<file path="src/rtl/sisc_pkg.sv">
// Shared definitions for the SISC control unit: opcodes, FSM states, ALU op codes, status bits.
package sisc_pkg;

    localparam logic [3:0] OP_NOP = 4'h0;
    localparam logic [3:0] OP_ALU = 4'h1;
    localparam logic [3:0] OP_LOD = 4'h2;
    localparam logic [3:0] OP_STR = 4'h3;
    localparam logic [3:0] OP_BRA = 4'h4;
    localparam logic [3:0] OP_BRR = 4'h5;
    localparam logic [3:0] OP_BNE = 4'h6;
    localparam logic [3:0] OP_BNR = 4'h7;
    localparam logic [3:0] OP_ALI = 4'h9;
    localparam logic [3:0] OP_HLT = 4'hF;

    typedef enum logic [2:0] {
        START,
        FETCH,
        DECODE,
        EXECUTE,
        MEM,
        WRITEBACK,
        HALT
    } state_e;

    // alu_op[1] suppresses the status save, alu_op[0] selects the immediate as operand B
    localparam logic [1:0] ALUOP_REG  = 2'b00;
    localparam logic [1:0] ALUOP_IMM  = 2'b01;
    localparam logic [1:0] ALUOP_NONE = 2'b10;
    localparam logic [1:0] ALUOP_ADDR = 2'b11;

    localparam int STAT_C = 3;
    localparam int STAT_V = 2;
    localparam int STAT_N = 1;
    localparam int STAT_Z = 0;

endpackage

</file>
<file path="src/rtl/sisc_ctrl_if.sv">
// Control-unit bundle between sisc_ctrl (master) and the SISC datapath (slave).
interface sisc_ctrl_if;

    logic [31:0] instr;
    logic [3:0]  stat;
    logic [1:0]  alu_op;
    logic        ir_load;
    logic        pc_write;
    logic        pc_sel;
    logic        br_sel;
    logic        pc_rst;
    logic        rb_sel;
    logic        rf_we;
    logic        wb_sel;
    logic        dm_we;
    logic        halted;

    modport master (
        input  instr, stat,
        output alu_op, ir_load, pc_write, pc_sel, br_sel, pc_rst,
               rb_sel, rf_we, wb_sel, dm_we, halted
    );

    modport slave (
        output instr, stat,
        input  alu_op, ir_load, pc_write, pc_sel, br_sel, pc_rst,
               rb_sel, rf_we, wb_sel, dm_we, halted
    );

endinterface

</file>
<file path="src/rtl/sisc_br_cond.sv">
// Branch condition resolver: decides whether a branch opcode is taken given mask and status.
module sisc_br_cond
    import sisc_pkg::*;
#(
    parameter int OPW = 4,
    parameter int MMW = 4
) (
    input  logic [OPW-1:0] opcode_i,
    input  logic [MMW-1:0] mm_i,
    input  logic [3:0]     stat_i,
    output logic           taken_o
);

    logic maskHit;

    always_comb begin
        maskHit = |(mm_i & stat_i);
        taken_o = 1'b0;
        case (opcode_i)
            // an all-zero mask makes the positive-sense branches unconditional
            OP_BRA, OP_BRR: taken_o = (mm_i == '0) || maskHit;
            OP_BNE, OP_BNR: taken_o = !maskHit;
            default:        taken_o = 1'b0;
        endcase
    end

endmodule

</file>
<file path="src/rtl/sisc_ctrl.sv">
// SISC multi-cycle control unit; every non-halt instruction walks FETCH..WRITEBACK in 5 cycles.
// Optional feature: define SISC_CTRL_IMM_ALU_EN to decode opcode 0x9 as ALU-immediate.
module sisc_ctrl
    import sisc_pkg::*;
#(
    parameter int OPW = 4,
    parameter int MMW = 4
) (
    input  logic         clk,
    input  logic         rst,
    sisc_ctrl_if.master  bus
);

    state_e         state_q, state_d;
    logic [OPW-1:0] opcode;
    logic [MMW-1:0] mm;
    logic           brTaken;
    logic           isStr;
    logic           isLod;
    logic           writesRf;
    logic [1:0]     aluOpInstr;
    logic           unusedInstrBits;

    assign opcode = bus.instr[31 -: OPW];
    assign mm     = bus.instr[31-OPW -: MMW];
    assign isStr  = (opcode == OP_STR);
    assign isLod  = (opcode == OP_LOD);

    // register numbers and immediate are consumed by the datapath, not here
    assign unusedInstrBits = ^bus.instr[31-OPW-MMW:0];

    sisc_br_cond #(
        .OPW (OPW),
        .MMW (MMW)
    ) u_br_cond (
        .opcode_i (opcode),
        .mm_i     (mm),
        .stat_i   (bus.stat),
        .taken_o  (brTaken)
    );

    always_ff @(posedge clk) begin
        if (rst) begin
            state_q <= START;
        end else begin
            state_q <= state_d;
        end
    end

    always_comb begin
        state_d = state_q;
        case (state_q)
            START:     state_d = FETCH;
            FETCH:     state_d = DECODE;
            DECODE:    state_d = (opcode == OP_HLT) ? HALT : EXECUTE;
            EXECUTE:   state_d = MEM;
            MEM:       state_d = WRITEBACK;
            WRITEBACK: state_d = FETCH;
            HALT:      state_d = HALT;
            default:   state_d = START;
        endcase
    end

    always_comb begin
        aluOpInstr = ALUOP_NONE;
        writesRf   = 1'b0;
        case (opcode)
            OP_ALU: begin
                aluOpInstr = ALUOP_REG;
                writesRf   = 1'b1;
            end
            OP_LOD: begin
                aluOpInstr = ALUOP_ADDR;
                writesRf   = 1'b1;
            end
            OP_STR: aluOpInstr = ALUOP_ADDR;
`ifdef SISC_CTRL_IMM_ALU_EN
            OP_ALI: begin
                aluOpInstr = ALUOP_IMM;
                writesRf   = 1'b1;
            end
`endif
            default: aluOpInstr = ALUOP_NONE;
        endcase
    end

    // alu_op and rb_sel stay stable from EXECUTE to WRITEBACK so the registered ALU result matches
    always_comb begin
        bus.alu_op   = ALUOP_NONE;
        bus.ir_load  = 1'b0;
        bus.pc_write = 1'b0;
        bus.pc_sel   = 1'b0;
        bus.br_sel   = 1'b0;
        bus.pc_rst   = 1'b0;
        bus.rb_sel   = 1'b0;
        bus.rf_we    = 1'b0;
        bus.wb_sel   = 1'b0;
        bus.dm_we    = 1'b0;
        bus.halted   = 1'b0;
        case (state_q)
            START: bus.pc_rst = 1'b1;
            FETCH: begin
                bus.ir_load  = 1'b1;
                bus.pc_write = 1'b1;
            end
            DECODE: bus.rb_sel = isStr;
            EXECUTE: begin
                bus.alu_op = aluOpInstr;
                bus.rb_sel = isStr;
            end
            MEM: begin
                bus.alu_op = aluOpInstr;
                bus.rb_sel = isStr;
                bus.dm_we  = isStr;
                if (brTaken) begin
                    bus.pc_write = 1'b1;
                    bus.pc_sel   = 1'b1;
                    bus.br_sel   = opcode[0];
                end
            end
            WRITEBACK: begin
                bus.alu_op = aluOpInstr;
                bus.rb_sel = isStr;
                bus.rf_we  = writesRf;
                bus.wb_sel = isLod;
            end
            HALT:    bus.halted = 1'b1;
            default: bus.pc_rst = 1'b0;
        endcase
    end

endmodule

</file>
<file path="src/flat_wrapper.sv">
// flat-port wrapper written by rule: the top's interface ports become plain ports
module sisc_ctrl_flat import sisc_pkg::*;
#(
    parameter int OPW = 4,
    parameter int MMW = 4
)
  (clk, rst, bus_instr, bus_stat, bus_alu_op, bus_ir_load, bus_pc_write, bus_pc_sel, bus_br_sel, bus_pc_rst, bus_rb_sel, bus_rf_we, bus_wb_sel, bus_dm_we, bus_halted);
  sisc_ctrl_if bus_i ();
  input  logic clk;
  input  logic rst;
  input wire logic [$bits(bus_i.instr)-1:0] bus_instr;
  input wire logic [$bits(bus_i.stat)-1:0] bus_stat;
  output wire logic [$bits(bus_i.alu_op)-1:0] bus_alu_op;
  output wire logic [$bits(bus_i.ir_load)-1:0] bus_ir_load;
  output wire logic [$bits(bus_i.pc_write)-1:0] bus_pc_write;
  output wire logic [$bits(bus_i.pc_sel)-1:0] bus_pc_sel;
  output wire logic [$bits(bus_i.br_sel)-1:0] bus_br_sel;
  output wire logic [$bits(bus_i.pc_rst)-1:0] bus_pc_rst;
  output wire logic [$bits(bus_i.rb_sel)-1:0] bus_rb_sel;
  output wire logic [$bits(bus_i.rf_we)-1:0] bus_rf_we;
  output wire logic [$bits(bus_i.wb_sel)-1:0] bus_wb_sel;
  output wire logic [$bits(bus_i.dm_we)-1:0] bus_dm_we;
  output wire logic [$bits(bus_i.halted)-1:0] bus_halted;
  assign bus_i.instr = bus_instr;
  assign bus_i.stat = bus_stat;
  assign bus_alu_op = bus_i.alu_op;
  assign bus_ir_load = bus_i.ir_load;
  assign bus_pc_write = bus_i.pc_write;
  assign bus_pc_sel = bus_i.pc_sel;
  assign bus_br_sel = bus_i.br_sel;
  assign bus_pc_rst = bus_i.pc_rst;
  assign bus_rb_sel = bus_i.rb_sel;
  assign bus_rf_we = bus_i.rf_we;
  assign bus_wb_sel = bus_i.wb_sel;
  assign bus_dm_we = bus_i.dm_we;
  assign bus_halted = bus_i.halted;
  sisc_ctrl #(.OPW(OPW), .MMW(MMW)) u_core (.clk(clk), .rst(rst), .bus(bus_i));
endmodule
</file>
<file path="config.mk">
export PLATFORM = sky130hd
export DESIGN_NAME = sisc_ctrl_flat
export DESIGN_NICKNAME = d
export VERILOG_FILES = /design/src/rtl/sisc_pkg.sv /design/src/rtl/sisc_ctrl_if.sv /design/src/rtl/sisc_br_cond.sv /design/src/rtl/sisc_ctrl.sv /design/src/flat_wrapper.sv
export SDC_FILE = /design/constraint.sdc
export NUM_CORES = 1
export LEC_CHECK = 0
export CAP_MARGIN = 10
export CORE_MARGIN = 10
export CORE_UTILIZATION = 23
export CTS_CLUSTER_SIZE = 24
export DETAILED_ROUTE_END_ITERATION = 10
export PLACE_DENSITY = 0.74
export SLEW_MARGIN = 20
export SYNTH_ARGS = -nofsm -noshare
export SYNTH_HDL_FRONTEND = slang
export SYNTH_HIERARCHICAL = 1
export SYNTH_SLANG_ARGS = --single-unit
export TNS_END_PERCENT = 30
</file>
<file path="constraint.sdc">
create_clock -name clk -period 2.2 [get_ports clk]
set_input_delay 0.44 -clock clk [delete_from_list [all_inputs] [get_ports clk]]
set_output_delay 0.44 -clock clk [all_outputs]
set_load 0.005 [all_outputs]
</file>
==> impl_metrics.env, run 1 <==
export IMPL_p_comb_share_pct=48.7
export IMPL_crit_path_end_kind="primary output"
export IMPL_cp_max_fo=3
export IMPL_largest_register_ffs=3
export IMPL_synth_top_cell_area_share_pct=16.6
export IMPL_drc=0
export IMPL_rsz0062_at_grt="yes"
export IMPL_synth_cell_types=25
export IMPL_p_per_area_nw_per_um2=749
export IMPL_num_vias=443
export IMPL_drtAntennaViolNets=0
export IMPL_avgSynthCellArea_sq_um=8.04
export IMPL_cts_buffers=3
export IMPL_io_buffer_count=25
export IMPL_synthesis_nets=83
export IMPL_run_status="complete, no violations"
export IMPL_finalSetupViolations=0
export IMPL_final_min_clock_period_ns=2.16
export IMPL_critPathArrivalTime_ns=1.72
export IMPL_routedWlPerCell_um=12.8
export IMPL_crit_chain="buf_2 -> a22o_1 -> nor4_2 -> and4bb_1 -> and4bb_2 -> o21bai_1 -> buf_2"
export IMPL_ctsRootBufferMaster="clkbuf_4"
export IMPL_grt_max_degree=14
export IMPL_post_cts_buffers=0
export IMPL_fin_ws_ns=0.0391
export IMPL_power_switching_mw=0.178
export IMPL_cts_tree="built"
export IMPL_yosysWarnings=6
export IMPL_overflow=0
export IMPL_syn_to_final_growth_pct=71.6
export IMPL_intPower_mw=0.287
export IMPL_p_leak_nw=0.275
export IMPL_synth_area_leader_cell="dfxtp_1"
export IMPL_place_congestion=0.806
export IMPL_clk_pin_slew_ns=0.03
export IMPL_cpMaxStageDelayCell="and4bb_2"
export IMPL_dieArea_sq_um=3560
export IMPL_core_sq_um=1490
export IMPL_relSlewSlack_pct=74.1
export IMPL_cp_start_kind="primary input"
export IMPL_die_y_um=59.7
export IMPL_grt_pass1_wl_um=1890
export IMPL_min_period_over_period_pct=98.2
export IMPL_fmax_mhz=463
export IMPL_grt_pass1_vias=467
export IMPL_synth_area_sq_um=362
export IMPL_p_clk_share_pct=20.6
export IMPL_pre_cts_ws_ns=-0.683
export IMPL_drv_cap=0
export IMPL_hold_class="reg -> reg"
export IMPL_reg_largest_list="u_core/state_q (3)"
export IMPL_dpl_hpwl_um=945
export IMPL_wl_um=1150
export IMPL_rows=14
export IMPL_slew_viol_final=0
export IMPL_synthTopCellsByArea="dfxtp_1 17%, a22o_1 7.3%, nor4_4 5.9%"
export IMPL_peakVddDrop_uv=204
export IMPL_nets=113
export IMPL_initial_core_util_pct=24.3
export IMPL_ioPinCount=50
export IMPL_finalClockSkew_ns=0.00174
export IMPL_cpPeakStageDelay_ns=0.24
export IMPL_vias_per_cell=4.92
export IMPL_numClockSinks=3
export IMPL_placed_cell_area_sq_um=637
export IMPL_firstDrtPassIters=3
export IMPL_drt_initial_drc_count=3
export IMPL_critPathBufInv=2
export IMPL_yosysSeqAreaShare_pct=16.6
export IMPL_swShare_pct=38.3
export IMPL_p_seq_share_pct=30.6
export IMPL_hold_viol_final=0
export IMPL_ys_ff_latch=3
export IMPL_diodes=0
export IMPL_regMostFlops="u_core/state_q"
export IMPL_design_area_sq_um=621
export IMPL_track_usage_pct=6.85
export IMPL_worstMarginPinSlew_ns=0.388
export IMPL_htree_levels=1
export IMPL_worstSkewPairLatency_ns=0.23
export IMPL_syn_instance_count=45
export IMPL_crit_path_frequent_cell="buf_2"
export IMPL_critPathRequiredTime_ns=1.76
export IMPL_crit_type="in -> out"
export IMPL_drive_above_1_share_pct=35.1
export IMPL_clk_path_buf_depth=2
export IMPL_antenna_found_initial=0
export IMPL_crit_family="simple AND/OR/NAND/NOR gates"
export IMPL_die_w_um=59.7
[layout by cell type (no fill, tap or decap), drive strengths merged]
cell,Yosys,final
nand4,1,1
and4bb,2,2
xnor2,2,2
clkbuf,0,6
nor4,4,4
and2,2,2
nand2b,3,3
buf,3,13
a22o,3,3
dlygate4sd2,0,9
a21oi,2,2
clkdlybuf4s50,0,4
dfxtp,3,3
o21bai,1,1
nor2,4,4
a2111oi,1,1
or4b,1,1
nand3b,2,2
nor3,4,4
or3b,2,2
a21o,1,1
o21ai,1,1
inv,3,3
[power by group through the flow]
stage	logic (mW)	registers [mW]	clock network (mW)
5_1_grt	0.251	0.154	0.107
6_report	0.226	0.142	0.0960
3_3_place_gp	0.246	0.139	0
4_1_cts	0.229	0.139	0.101
2_1_floorplan	0.189	0.0842	0
3_5_place_dp	0.250	0.140	0
[through the flow]
step           hold slack (ns)  util (%)  std cells  total power, mW  TNS (ns)
4_1_cts                  0.650      41.0         90            0.469         0
3_3_place_gp             0.635      42.8         86            0.385     -4.13
3_5_place_dp             0.643      42.8         86            0.390     -4.21
2_1_floorplan            0.509         -         45            0.273         0
5_1_grt                  0.638      41.7         90            0.512   -0.0778
6_report                 0.625      41.7         90            0.465         0
[path summary, 6_finish.rpt]
kind / startpoint / to / slack (ns) / cells after the start
setup / recovery: bus_instr[24] / bus_pc_write / 0.04 / 7
hold / removal: u_core/state_q[0] / u_core/state_q[0] / 0.63 / 2
setup reg to reg: u_core/state_q[2] / u_core/state_q[2] / 1.09 / 2
hold reg to reg: u_core/state_q[0] / u_core/state_q[0] / 0.63 / 2
[timing repair]
action / 4_1_cts / 5_1_grt
hold buffers: 0 / 0
setup endpoints to repair: 9 / 4
pin swaps: 4 / 1
resized for setup: 53 / 6
hold endpoints to repair: 0 / 0
[synth_stat cells]
library cell	instances
xnor2_1	2
buf_2	2
and4bb_1	1
or3b_1	1
nor3_1	4
nand2b_1	3
nand4_1	1
a21oi_1	2
nor4_4	1
and4bb_2	1
or4b_1	1
a2111oi_2	1
nand3b_1	2
buf_4	1
nor2_1	4
o21ai_0	1
dfxtp_1	3
and2_2	1
a21o_1	1
inv_1	3
or3b_4	1
a22o_1	3
nor4_1	3
and2_1	1
o21bai_1	1
[cell families after synthesis]
group / after synthesis / synth area share (%)
AO/OA/AOI/OAI: 9 / 19.7
XOR/XNOR: 2 / 4.85
buffers and inverters: 6 / 7.96
flip-flops: 3 / 16.6
AND/OR/NAND/NOR: 25 / 50.9
[routing by layer]
layer	wire length, um	GRT usage, %
met5	0	0
met4	0	5.77
met3	136	4.45
met2	554	9.56
met1	463	6.92
[worst min-delay path, stage by stage, from the launching register on]
cell	delay, ns
dfxtp_2	0.37
nand2b_1	0.11
a22o_1	0.12
[cell type report]
type	count	area [sq um]
well taps	16	20.0
inverters	3	11.3
repair buffers	28	218
flip-flops and latches	3	61.3
fillers	157	868
clock buffers	4	26.3
multi-input cells	36	284
(Power assumes the default switching activity.)
==> run 2, diff against run 1 <==
--- a/config.mk
+++ b/config.mk
@@ -10,6 +10,8 @@
 export CORE_UTILIZATION = 23
 export CTS_CLUSTER_SIZE = 24
 export DETAILED_ROUTE_END_ITERATION = 10
+export GPL_ROUTABILITY_DRIVEN = 0
+export HOLD_SLACK_MARGIN = 0.15
 export PLACE_DENSITY = 0.74
 export SLEW_MARGIN = 20
 export SYNTH_ARGS = -nofsm -noshare
==> results of run 2 <==
No change in the layout: final DEF, timing and power equal those of run 1.
==> run 3, diff against run 2 <==
--- a/config.mk
+++ b/config.mk
@@ -11,7 +11,7 @@
 export CTS_CLUSTER_SIZE = 24
 export DETAILED_ROUTE_END_ITERATION = 10
 export GPL_ROUTABILITY_DRIVEN = 0
-export HOLD_SLACK_MARGIN = 0.15
+export HOLD_SLACK_MARGIN = 0.03
 export PLACE_DENSITY = 0.74
 export SLEW_MARGIN = 20
 export SYNTH_ARGS = -nofsm -noshare
==> results of run 3 <==
No change in the layout: final DEF, timing and power equal those of run 1.
